<file path="config.mk">
export PLATFORM = sky130hd
export DESIGN_NAME = counter_seq_ctrl_flat
export DESIGN_NICKNAME = d
export VERILOG_FILES = /design/src/rtl/counter_seq_ctrl_if.sv /design/src/rtl/counter_seq_ctrl.sv /design/src/flat_wrapper.sv
export SDC_FILE = /design/constraint.sdc
export NUM_CORES = 1
export LEC_CHECK = 0
export BUFFER_PORTS_ARGS = -buffer_cell sky130_fd_sc_hd__buf_2
export CAP_MARGIN = 25
export CORE_UTILIZATION = 35
export CTS_CLUSTER_DIAMETER = 30
export DETAILED_ROUTE_END_ITERATION = 10
export PLACE_DENSITY = 0.54
export SLEW_MARGIN = 20
export SYNTH_ARGS = -nofsm -noshare
export SYNTH_HDL_FRONTEND = slang
export SYNTH_SLANG_ARGS = --single-unit
export TNS_END_PERCENT = 100
</file>
<file path="constraint.sdc">
create_clock -name clk -period 2.4 [get_ports clk]
set_clock_uncertainty 0.05 [all_clocks]
set_input_delay 0.48 -clock clk [delete_from_list [all_inputs] [get_ports clk]]
set_output_delay 0.48 -clock clk [all_outputs]
set_load 0.05 [all_outputs]
</file>
<file path="src/rtl/counter_seq_ctrl_if.sv">
// Signal bundle between the sweep sequencer and its surroundings (divider tick,
// user start/stop, range bounds, counter feedback and counter control outputs).
interface counter_seq_ctrl_if #(
    parameter int WIDTH = 4
);
    // Protocol: start is a level sampled on every clk edge and is accepted only in IDLE.
    // tick is a one-clk strobe; counter and sequencer both advance on edges where tick=1.
    logic             tick;
    logic             start;
    logic             stop;
    logic [WIDTH-1:0] start_val;
    logic [WIDTH-1:0] end_val;
    logic [WIDTH-1:0] count_in;
    logic             enable;
    logic             up_down;
    logic             load;
    logic [WIDTH-1:0] data_in;
    logic             busy;
    logic             done;
    logic             err;
    logic [2:0]       state;

    modport master (
        output tick, start, stop, start_val, end_val, count_in,
        input  enable, up_down, load, data_in, busy, done, err, state
    );

    modport slave (
        input  tick, start, stop, start_val, end_val, count_in,
        output enable, up_down, load, data_in, busy, done, err, state
    );
endinterface

</file>
<file path="src/rtl/counter_seq_ctrl.sv">
// Sweeps an external up/down counter between a latched start and end value,
// dwelling at each end, for LOOPS round trips (LOOPS=0 runs until stop).
module counter_seq_ctrl #(
    parameter int WIDTH      = 4,
    parameter int HOLD_TICKS = 3,
    parameter int LOOPS      = 2
) (
    input logic               clk,
    input logic               rst,
    counter_seq_ctrl_if.slave bus
);

    typedef enum logic [2:0] {
        S_IDLE     = 3'd0,
        S_LOAD     = 3'd1,
        S_UP       = 3'd2,
        S_HOLD_TOP = 3'd3,
        S_DOWN     = 3'd4,
        S_HOLD_BOT = 3'd5,
        S_DONE     = 3'd6
    } state_e;

    state_e           state_q, state_d;
    logic [WIDTH-1:0] start_q, start_d;
    logic [WIDTH-1:0] end_q, end_d;
    logic [7:0]       hold_q, hold_d;
    logic [7:0]       loop_q, loop_d;
    logic             err_q, err_d;

    logic [WIDTH-1:0] end_m1;
    logic [WIDTH-1:0] start_p1;
    logic [7:0]       hold_inc;
    logic [7:0]       loop_inc;
    logic             hold_last;

    // start < end is guaranteed once latched, so neither neighbour wraps.
    assign end_m1    = end_q - WIDTH'(1);
    assign start_p1  = start_q + WIDTH'(1);
    assign hold_inc  = hold_q + 8'd1;
    assign loop_inc  = loop_q + 8'd1;
    assign hold_last = (hold_inc == 8'(HOLD_TICKS));

    always_ff @(posedge clk) begin
        if (rst) begin
            state_q <= S_IDLE;
            start_q <= '0;
            end_q   <= '0;
            hold_q  <= '0;
            loop_q  <= '0;
            err_q   <= 1'b0;
        end else begin
            state_q <= state_d;
            start_q <= start_d;
            end_q   <= end_d;
            hold_q  <= hold_d;
            loop_q  <= loop_d;
            err_q   <= err_d;
        end
    end

    always_comb begin
        state_d = state_q;
        start_d = start_q;
        end_d   = end_q;
        hold_d  = hold_q;
        loop_d  = loop_q;
        err_d   = 1'b0;
        if (state_q != S_IDLE && bus.stop) begin
            state_d = S_IDLE;
            loop_d  = '0;
        end else begin
            case (state_q)
                S_IDLE: begin
                    if (bus.start && !bus.stop) begin
                        if (bus.start_val < bus.end_val) begin
                            start_d = bus.start_val;
                            end_d   = bus.end_val;
                            loop_d  = '0;
                            state_d = S_LOAD;
                        end else begin
                            err_d = 1'b1;
                        end
                    end
                end
                S_LOAD: if (bus.tick) state_d = S_UP;
                S_UP: begin
                    if (bus.tick && bus.count_in == end_m1) begin
                        hold_d  = '0;
                        state_d = S_HOLD_TOP;
                    end
                end
                S_HOLD_TOP: begin
                    if (bus.tick) begin
                        hold_d = hold_inc;
                        if (hold_last) state_d = S_DOWN;
                    end
                end
                S_DOWN: begin
                    if (bus.tick && bus.count_in == start_p1) begin
                        hold_d  = '0;
                        state_d = S_HOLD_BOT;
                    end
                end
                S_HOLD_BOT: begin
                    if (bus.tick) begin
                        hold_d = hold_inc;
                        if (hold_last) begin
                            // Loop count only matters for a finite sweep.
                            if (LOOPS != 0) loop_d = loop_inc;
                            if (LOOPS != 0 && loop_inc == 8'(LOOPS)) state_d = S_DONE;
                            else                                      state_d = S_UP;
                        end
                    end
                end
                S_DONE: begin
                    loop_d  = '0;
                    state_d = S_IDLE;
                end
                default: state_d = S_IDLE;
            endcase
        end
    end

    logic enable_o, up_down_o, load_o, busy_o, done_o;

    always_comb begin
        enable_o  = 1'b0;
        up_down_o = 1'b1;
        load_o    = 1'b0;
        busy_o    = 1'b1;
        done_o    = 1'b0;
        case (state_q)
            S_IDLE:     busy_o = 1'b0;
            S_LOAD:     begin load_o = 1'b1; enable_o = 1'b1; end
            S_UP:       enable_o = 1'b1;
            S_HOLD_TOP: enable_o = 1'b0;
            S_DOWN:     begin enable_o = 1'b1; up_down_o = 1'b0; end
            S_HOLD_BOT: up_down_o = 1'b0;
            S_DONE:     done_o = 1'b1;
            default:    busy_o = 1'b0;
        endcase
    end

    assign bus.enable  = enable_o;
    assign bus.up_down = up_down_o;
    assign bus.load    = load_o;
    assign bus.busy    = busy_o;
    assign bus.done    = done_o;
    assign bus.err     = err_q;
    assign bus.data_in = start_q;
    assign bus.state   = state_q;

endmodule

</file>
<file path="src/flat_wrapper.sv">
// flat-port wrapper written by rule: the top's interface ports become plain ports
module counter_seq_ctrl_flat 
#(
    parameter int WIDTH      = 4,
    parameter int HOLD_TICKS = 3,
    parameter int LOOPS      = 2
)
  (clk, rst, bus_tick, bus_start, bus_stop, bus_start_val, bus_end_val, bus_count_in, bus_enable, bus_up_down, bus_load, bus_data_in, bus_busy, bus_done, bus_err, bus_state);
  counter_seq_ctrl_if #(.WIDTH(WIDTH)) bus_i ();
  input logic clk;
  input logic rst;
  input wire logic [$bits(bus_i.tick)-1:0] bus_tick;
  input wire logic [$bits(bus_i.start)-1:0] bus_start;
  input wire logic [$bits(bus_i.stop)-1:0] bus_stop;
  input wire logic [$bits(bus_i.start_val)-1:0] bus_start_val;
  input wire logic [$bits(bus_i.end_val)-1:0] bus_end_val;
  input wire logic [$bits(bus_i.count_in)-1:0] bus_count_in;
  output wire logic [$bits(bus_i.enable)-1:0] bus_enable;
  output wire logic [$bits(bus_i.up_down)-1:0] bus_up_down;
  output wire logic [$bits(bus_i.load)-1:0] bus_load;
  output wire logic [$bits(bus_i.data_in)-1:0] bus_data_in;
  output wire logic [$bits(bus_i.busy)-1:0] bus_busy;
  output wire logic [$bits(bus_i.done)-1:0] bus_done;
  output wire logic [$bits(bus_i.err)-1:0] bus_err;
  output wire logic [$bits(bus_i.state)-1:0] bus_state;
  assign bus_i.tick = bus_tick;
  assign bus_i.start = bus_start;
  assign bus_i.stop = bus_stop;
  assign bus_i.start_val = bus_start_val;
  assign bus_i.end_val = bus_end_val;
  assign bus_i.count_in = bus_count_in;
  assign bus_enable = bus_i.enable;
  assign bus_up_down = bus_i.up_down;
  assign bus_load = bus_i.load;
  assign bus_data_in = bus_i.data_in;
  assign bus_busy = bus_i.busy;
  assign bus_done = bus_i.done;
  assign bus_err = bus_i.err;
  assign bus_state = bus_i.state;
  counter_seq_ctrl #(.WIDTH(WIDTH), .HOLD_TICKS(HOLD_TICKS), .LOOPS(LOOPS)) u_core (.clk(clk), .rst(rst), .bus(bus_i));
endmodule
</file>
; ---- Yosys cells after proc, flatten, opt, wreduce, memory -nomap -nowiden
; Cells that the tools add are included.
[totals]
word_cells = 79
mem_bits_ro = 0
ram_bits = 0
n_memories = 0
register_bits = 28
latch_bits = 0
inputBits = 17
out_inout_bits = 13
[op_classes]
n_bitwise = 3
reduce_logical = 19
n_eq_ne = 20
mux = 26
multipliers = 0
shifts = 0
order_cmp = 1
div_mod_pow = 0
add_sub_neg = 4
[ops]
columns = cell, count
row1 = 8-bit 2-to-1 mux, 7
row2 = 8-bit one-hot mux with 3 select lines, 2
row3 = 3-bit 2-to-1 mux, 10
row4 = 3-bit one-hot mux with 6 select lines, 1
row5 = "8-bit by 1-bit adder with 8-bit output, second input constant", 2
row6 = "8-bit by 2-bit equality test with 1-bit output, second input constant", 2
row7 = "2-bit by 1-bit inequality test with 1-bit output, second input constant", 7
row8 = 5-bit AND reduction, 2
row9 = "3-bit equality test, second input constant", 3
row10 = 9-bit AND reduction, 1
row11 = 3-bit nonzero test, 3
row12 = 4-bit equality test, 2
row13 = "3-bit by 2-bit equality test with 1-bit output, second input constant", 2
row14 = 1-bit 2-to-1 mux, 6
row15 = "2-bit inequality test, second input constant", 3
row16 = 2-bit OR reduction, 3
row17 = 6-bit OR reduction, 1
row18 = "4-bit by 1-bit adder with 4-bit output, second input constant", 1
row19 = 1-bit logical AND, 4
row20 = 4-bit < comparator, 1
row21 = 4-bit AND reduction, 1
row22 = 4-bit OR reduction, 1
row23 = "4-bit by 1-bit subtractor with 4-bit output, second input constant", 1
row24 = "3-bit by 1-bit equality test with 1-bit output, second input constant", 1
row25 = other kinds (4), 6

; ---- Logic depth before layout (Yosys ltp)
[depth]
ltp_word = 6
depth_mapped = 9
mapped_depth_nobuf = 8

; ---- Worst setup path after synthesis
; OpenSTA, ideal clock, no wires.
[synth_path]
kind = reg-to-output
from = register u_core.state_q[0] (netlist: u_core.bus.state[0])
to = output bus_enable
n_path_buf = 1
setup_slack_ns = -0.172
arrival_ns = 2.042
path_stages_with_launch = 5
required_time_ns = 1.870
cell_sequence = dfxtp_1 clkbuf_1 xor2_1 inv_1 o22ai_1
[synth_between]
elab_chain_len = 3
[synth_rtl]
columns = element, line
row1 = from (decl), counter_seq_ctrl.sv:23  ; state_e state_q, state_d;
row2 = from (signal assigned), counter_seq_ctrl.sv:52  ; state_q <= state_d;
row3 = 3-bit by 1-bit equality test with 1-bit output (tied with other cells), counter_seq_ctrl.sv:132  ; case (state_q)
row4 = 3-bit OR reduction (no line) (*), -
row5 = 1-bit 2-to-1 mux (*), counter_seq_ctrl.sv:132
row6 = to (decl), flat_wrapper.sv:18  ; output wire logic [$bits(bus_i.enable)-1:0] bus_enable;
; Mark *: on every way between the ends. The rest lies on a longest branch, timed or not.

; ---- Worst setup path after layout
[layout_path]
from = register u_core.end_q[0]
to = register u_core.hold_q[2]
[layout_between]
elab_chain_len = 5
[layout_rtl]
columns = element, line
row1 = from (decl), counter_seq_ctrl.sv:25  ; logic [WIDTH-1:0] end_q, end_d;
row2 = from (signal assigned), counter_seq_ctrl.sv:54  ; end_q <= end_d;
row3 = 4-bit by 1-bit subtractor with 4-bit output, counter_seq_ctrl.sv:37  ; assign end_m1 = end_q - WIDTH'(1);
row4 = 4-bit equality test, counter_seq_ctrl.sv:87  ; if (bus.tick && bus.count_in == end_m1) begin
row5 = 1-bit logical AND, counter_seq_ctrl.sv:87
row6 = 2-bit by 1-bit inequality test with 1-bit output (no line), -
row7 = 5-bit AND reduction (no line), -
row8 = to (signal assigned), counter_seq_ctrl.sv:55  ; hold_q <= hold_d;
row9 = to (decl), counter_seq_ctrl.sv:26  ; logic [7:0] hold_q, hold_d;
; No other way between the ends.
; A chain may end at the register's enable or synchronous reset.

==> summary.txt <==
Status
  – Status: complete, no violations

Setup path
  – Critical path arrival: ~2300 ps
  – WP data required: between 2000 and 3000 ps
  – Crit Path Max Fanout: 8
  – Max incr delay on CP: between 400 and 500 ps
  – Reg2reg setup slack: between 200 and 250 ps
  – Top Family by Delay on Critical Path: compound AO/OA/AOI/OAI gates
  – Worst-path cell chain: inv_1 -> ha_1 -> xor2_1 -> nand3_1 -> o311ai_1 -> and4_2 -> o21ai_0 -> a32o_1
  – CP endpoint kind: flip-flop
  – CP max-delay cell: dfxtp_1
  – Worst path buffer plus inverter count: 1
  – Worst r2r src: u_core.end_q[0]
  – Critical Setup Path Class: reg2reg
  – CP startpoint: u_core.end_q[0]
  – Worst setup SP type: flip-flop

Timing
  – Max Freq: 462 MHz
  – Max Slew Vio Count: 0
  – Slew headroom: 0.691
  – Hold WS: slightly below 400 ps
  – RSZ-0062 raised after global routing: false
  – Final Hold Fails: 0
  – Tcrit/Tclk final: 0.901
  – Slew at the pin closest to its max-slew limit: 464 ps
  – Final worst slack: approximately 240 ps
  – Setup-failing EPs final: 0
  – Final period demand of the worst path: roughly 2200 ps
  – Setup TNS: 0 ps

Yosys
  – Mapped Nets: between 200 and 300
  – Complex-gate fraction of the synthesized area: 0.244
  – Ys flop type: dfxtp_1
  – Synth cell types: 62
  – Largest family of logic cells by synthesized area: simple AND/OR/NAND/NOR gates
  – Sequential element share of the synthesized area: 0.276
  – Ys async rst share: 0
  – Mapped Cells: 251
  – Mux share of post-synthesis cell area: 0.0296
  – Synth Register Bits: 28
  – Synth Area in Adders: 0.0555
  – Synth Cell Area: 2030 sq um
  – Post-synth EDFFs: 0
  – Synth Area in Simple Gates: 0.268
  – Post-synthesis xor/xnor area fraction: 0.0734
  – Synth Area per Inst: between 8 and 9 sq um
  – Synth Warn #: 0

Placed design
  – Final RePlAce weighted congestion: 0.834
  – DP Worst Slack: roughly 160 ps
  – HPWL after detailed placement: 3790 um
  – IO Port Bufs: 29
  – Placed instance count: roughly 350

Min path
  – Hold Path Class: in2reg
  – Min-delay src: bus_start_val[2]

Detailed routing
  – Post-DRT Antenna Nets: 0
  – Via density per instance: 5.41
  – Pre-antenna DRT Iters: 4
  – Overall routed net length: 5020 um
  – # DRC: 0
  – Wirelength per Cell: 14.2 um
  – First DRT Iteration DRCs: 84
  – Total number of vias: 1909

Power and ir drop
  – Leakage: 0.975 nW
  – NetSw: 0.825 mW
  – Clock Power Share: 0.174
  – Internal Pwr Total: roughly 0.9 mW
  – Peak VDD IR: about 700 uV
  – Combinational power share: 0.519
  – Register share of total power: 0.307
  – Total power: 1.75 mW
  – Pwr per Cell Area: between 700 and 800 nW/um^2
  – Sw Share: 0.471

CTS
  – CTS Sinks: 28
  – H-Tree Depth: 1
  – Worst-path clk slew: about 110 ps
  – Clock root buffer: clkbuf_8
  – Inserted Clock Buffers: 3
  – CTS tree: built
  – Max clock buf depth: 2
  – Clock Latency Late Sink: roughly 280 ps

GRT
  – Vias in the first global route: 1799
  – Total GRT Usage: 0.175
  – Gr ovfl total: 0
  – Global-route wire length before repair: 8570 um
  – Initial antenna violation count: 0
  – Pin count of the biggest net entering global routing: 19

Die
  – Die Wd: between 70 and 80 um
  – Starting Density: 0.366
  – Die Footprint: 6110 sq um
  – DIE HEIGHT: 78.1 um
  – Io pins: 30
  – Core ar.: 5540 sq um
  – Row cnt: 27

Final layout
  – Share of cells above drive strength 1: 0.217
  – Area grow syn2layout: 14.6%
  – # diodes: 0
  – Post-layout nets: 308
  – Non-Filler Instances: 353
  – Fillers: 606

Flow run
  – Max-cap viol count: 0
power by group through the flow:
stage               clock [mW]  combinational [mW]  sequential (mW)
floorplan                    0               0.604            0.631
global placement             0               0.916            0.549
detailed placement           0               0.912            0.550
CTS                      0.314               0.916            0.539
global route             0.328               0.992            0.544
finish                   0.304               0.910            0.539
Yosys cell counts, drive strengths merged (2+ instances only):
library cell / number / area, sq um
dfxtp: 28 / 561
nor2: 27 / 104
nand2: 19 / 71.3
o21ai: 14 / 70.1
a21oi: 13 / 72.6
nand3: 13 / 65.1
inv: 11 / 41.3
and3: 10 / 70.1
ha: 9 / 113
xnor2: 9 / 78.8
nor3: 8 / 45.0
xor2: 8 / 70.1
clkbuf: 6 / 22.5
mux2i: 6 / 60.1
a32o: 5 / 50.1
buf: 5 / 41.3
nand2b: 5 / 31.3
a31oi: 4 / 40.0
and2: 4 / 27.5
a211oi: 3 / 22.5
a311oi: 3 / 32.5
nor4: 3 / 18.8
a21o: 2 / 16.3
a41oi: 2 / 17.5
and4: 2 / 17.5
nand3b: 2 / 15.0
nand4b: 2 / 17.5
nor2b: 2 / 12.5
nor3b: 2 / 15.0
o211ai: 2 / 15.0
o22ai: 2 / 12.5
o311ai: 2 / 25.0
o31ai: 2 / 15.0
repair_timing:
item	CTS	global route
hold endpoints to repair	0	0
endpoints found under the setup margin	0	4
buffers inserted	0	0
hold buffers	0	0
resized for setup	0	2
cells in the final DEF, fill, tap and decap left out, types with 3 or more instances in the layout:
cell,netlist,routed
a21oi_1,11,11
dfxtp_1,28,28
a211oi_1,3,3
and3_1,7,7
clkbuf_8,0,4
nor2_1,26,26
a31oi_1,3,3
o21ai_0,13,12
nand2_1,19,19
nor4_1,3,3
xor2_1,8,8
mux2i_1,6,6
nand3_1,13,13
nor3_1,7,7
inv_1,11,11
a32o_1,5,5
buf_2,3,29
nand2b_1,5,5
xnor2_1,9,9
ha_1,9,8
and2_1,3,3
buf_4,0,8
final timing paths:
check                                              to  cells past startpoint
worst max-delay path                 u_core.hold_q[2]                      8
worst min-delay path            u_core.bus.data_in[2]                      3
worst max register to register       u_core.hold_q[2]                      8
worst min register to register       u_core.loop_q[7]                      2
worst register-to-register path: stages, from the launching register on:
cell and delay [ps]:
dfxtp_1 420, inv_1 60, ha_1 300, xor2_1 130, nand3_1 90, o311ai_1 260, and4_2 370, o21ai_0 110
a32o_1 270
stage by stage:
step	area [sq um]	util
2_1_floorplan	2040	-
3_3_place_gp	2270	0.409
3_5_place_dp	2270	0.409
4_1_cts	2320	0.419
5_1_grt	2330	0.420
6_report	2330	0.420
state kept, by name, summed over array words and instances, names as in the netlist:
name,flops
u_core.bus.err,1
u_core.bus.data_in,4
u_core.end_q,4
u_core.bus.state,3
u_core.hold_q,8
u_core.loop_q,8
area by class of cell:
type / instances / area (sq um) / area share
clock buffer: 4 / 55.1 / 0.0237
multi-input combinational: 200 / 1370 / 0.589
inverter: 12 / 45.0 / 0.0194
tap: 72 / 90.1 / 0.0387
timing repair buffer: 37 / 205 / 0.0882
sequential: 28 / 561 / 0.241
logic make-up after synthesis:
| family | count (synthesis) |
|---|---|
| AOI/OAI and AO/OA | 65 |
| xor gates and xnor gates | 17 |
| adders and majority gates | 9 |
| buffers and inverters | 23 |
| DFF | 28 |
| muxes | 6 |
| and+or+nand+nor | 103 |
metal layers:
metal	vias up	global-route usage	routed length, um
li1	978	-	-
met1	875	0.243	2540
met2	48	0.279	2210
met3	8	0.0198	188
met4	0	0.0593	80
met5	-	0	0
(Power assumes the default switching activity.)
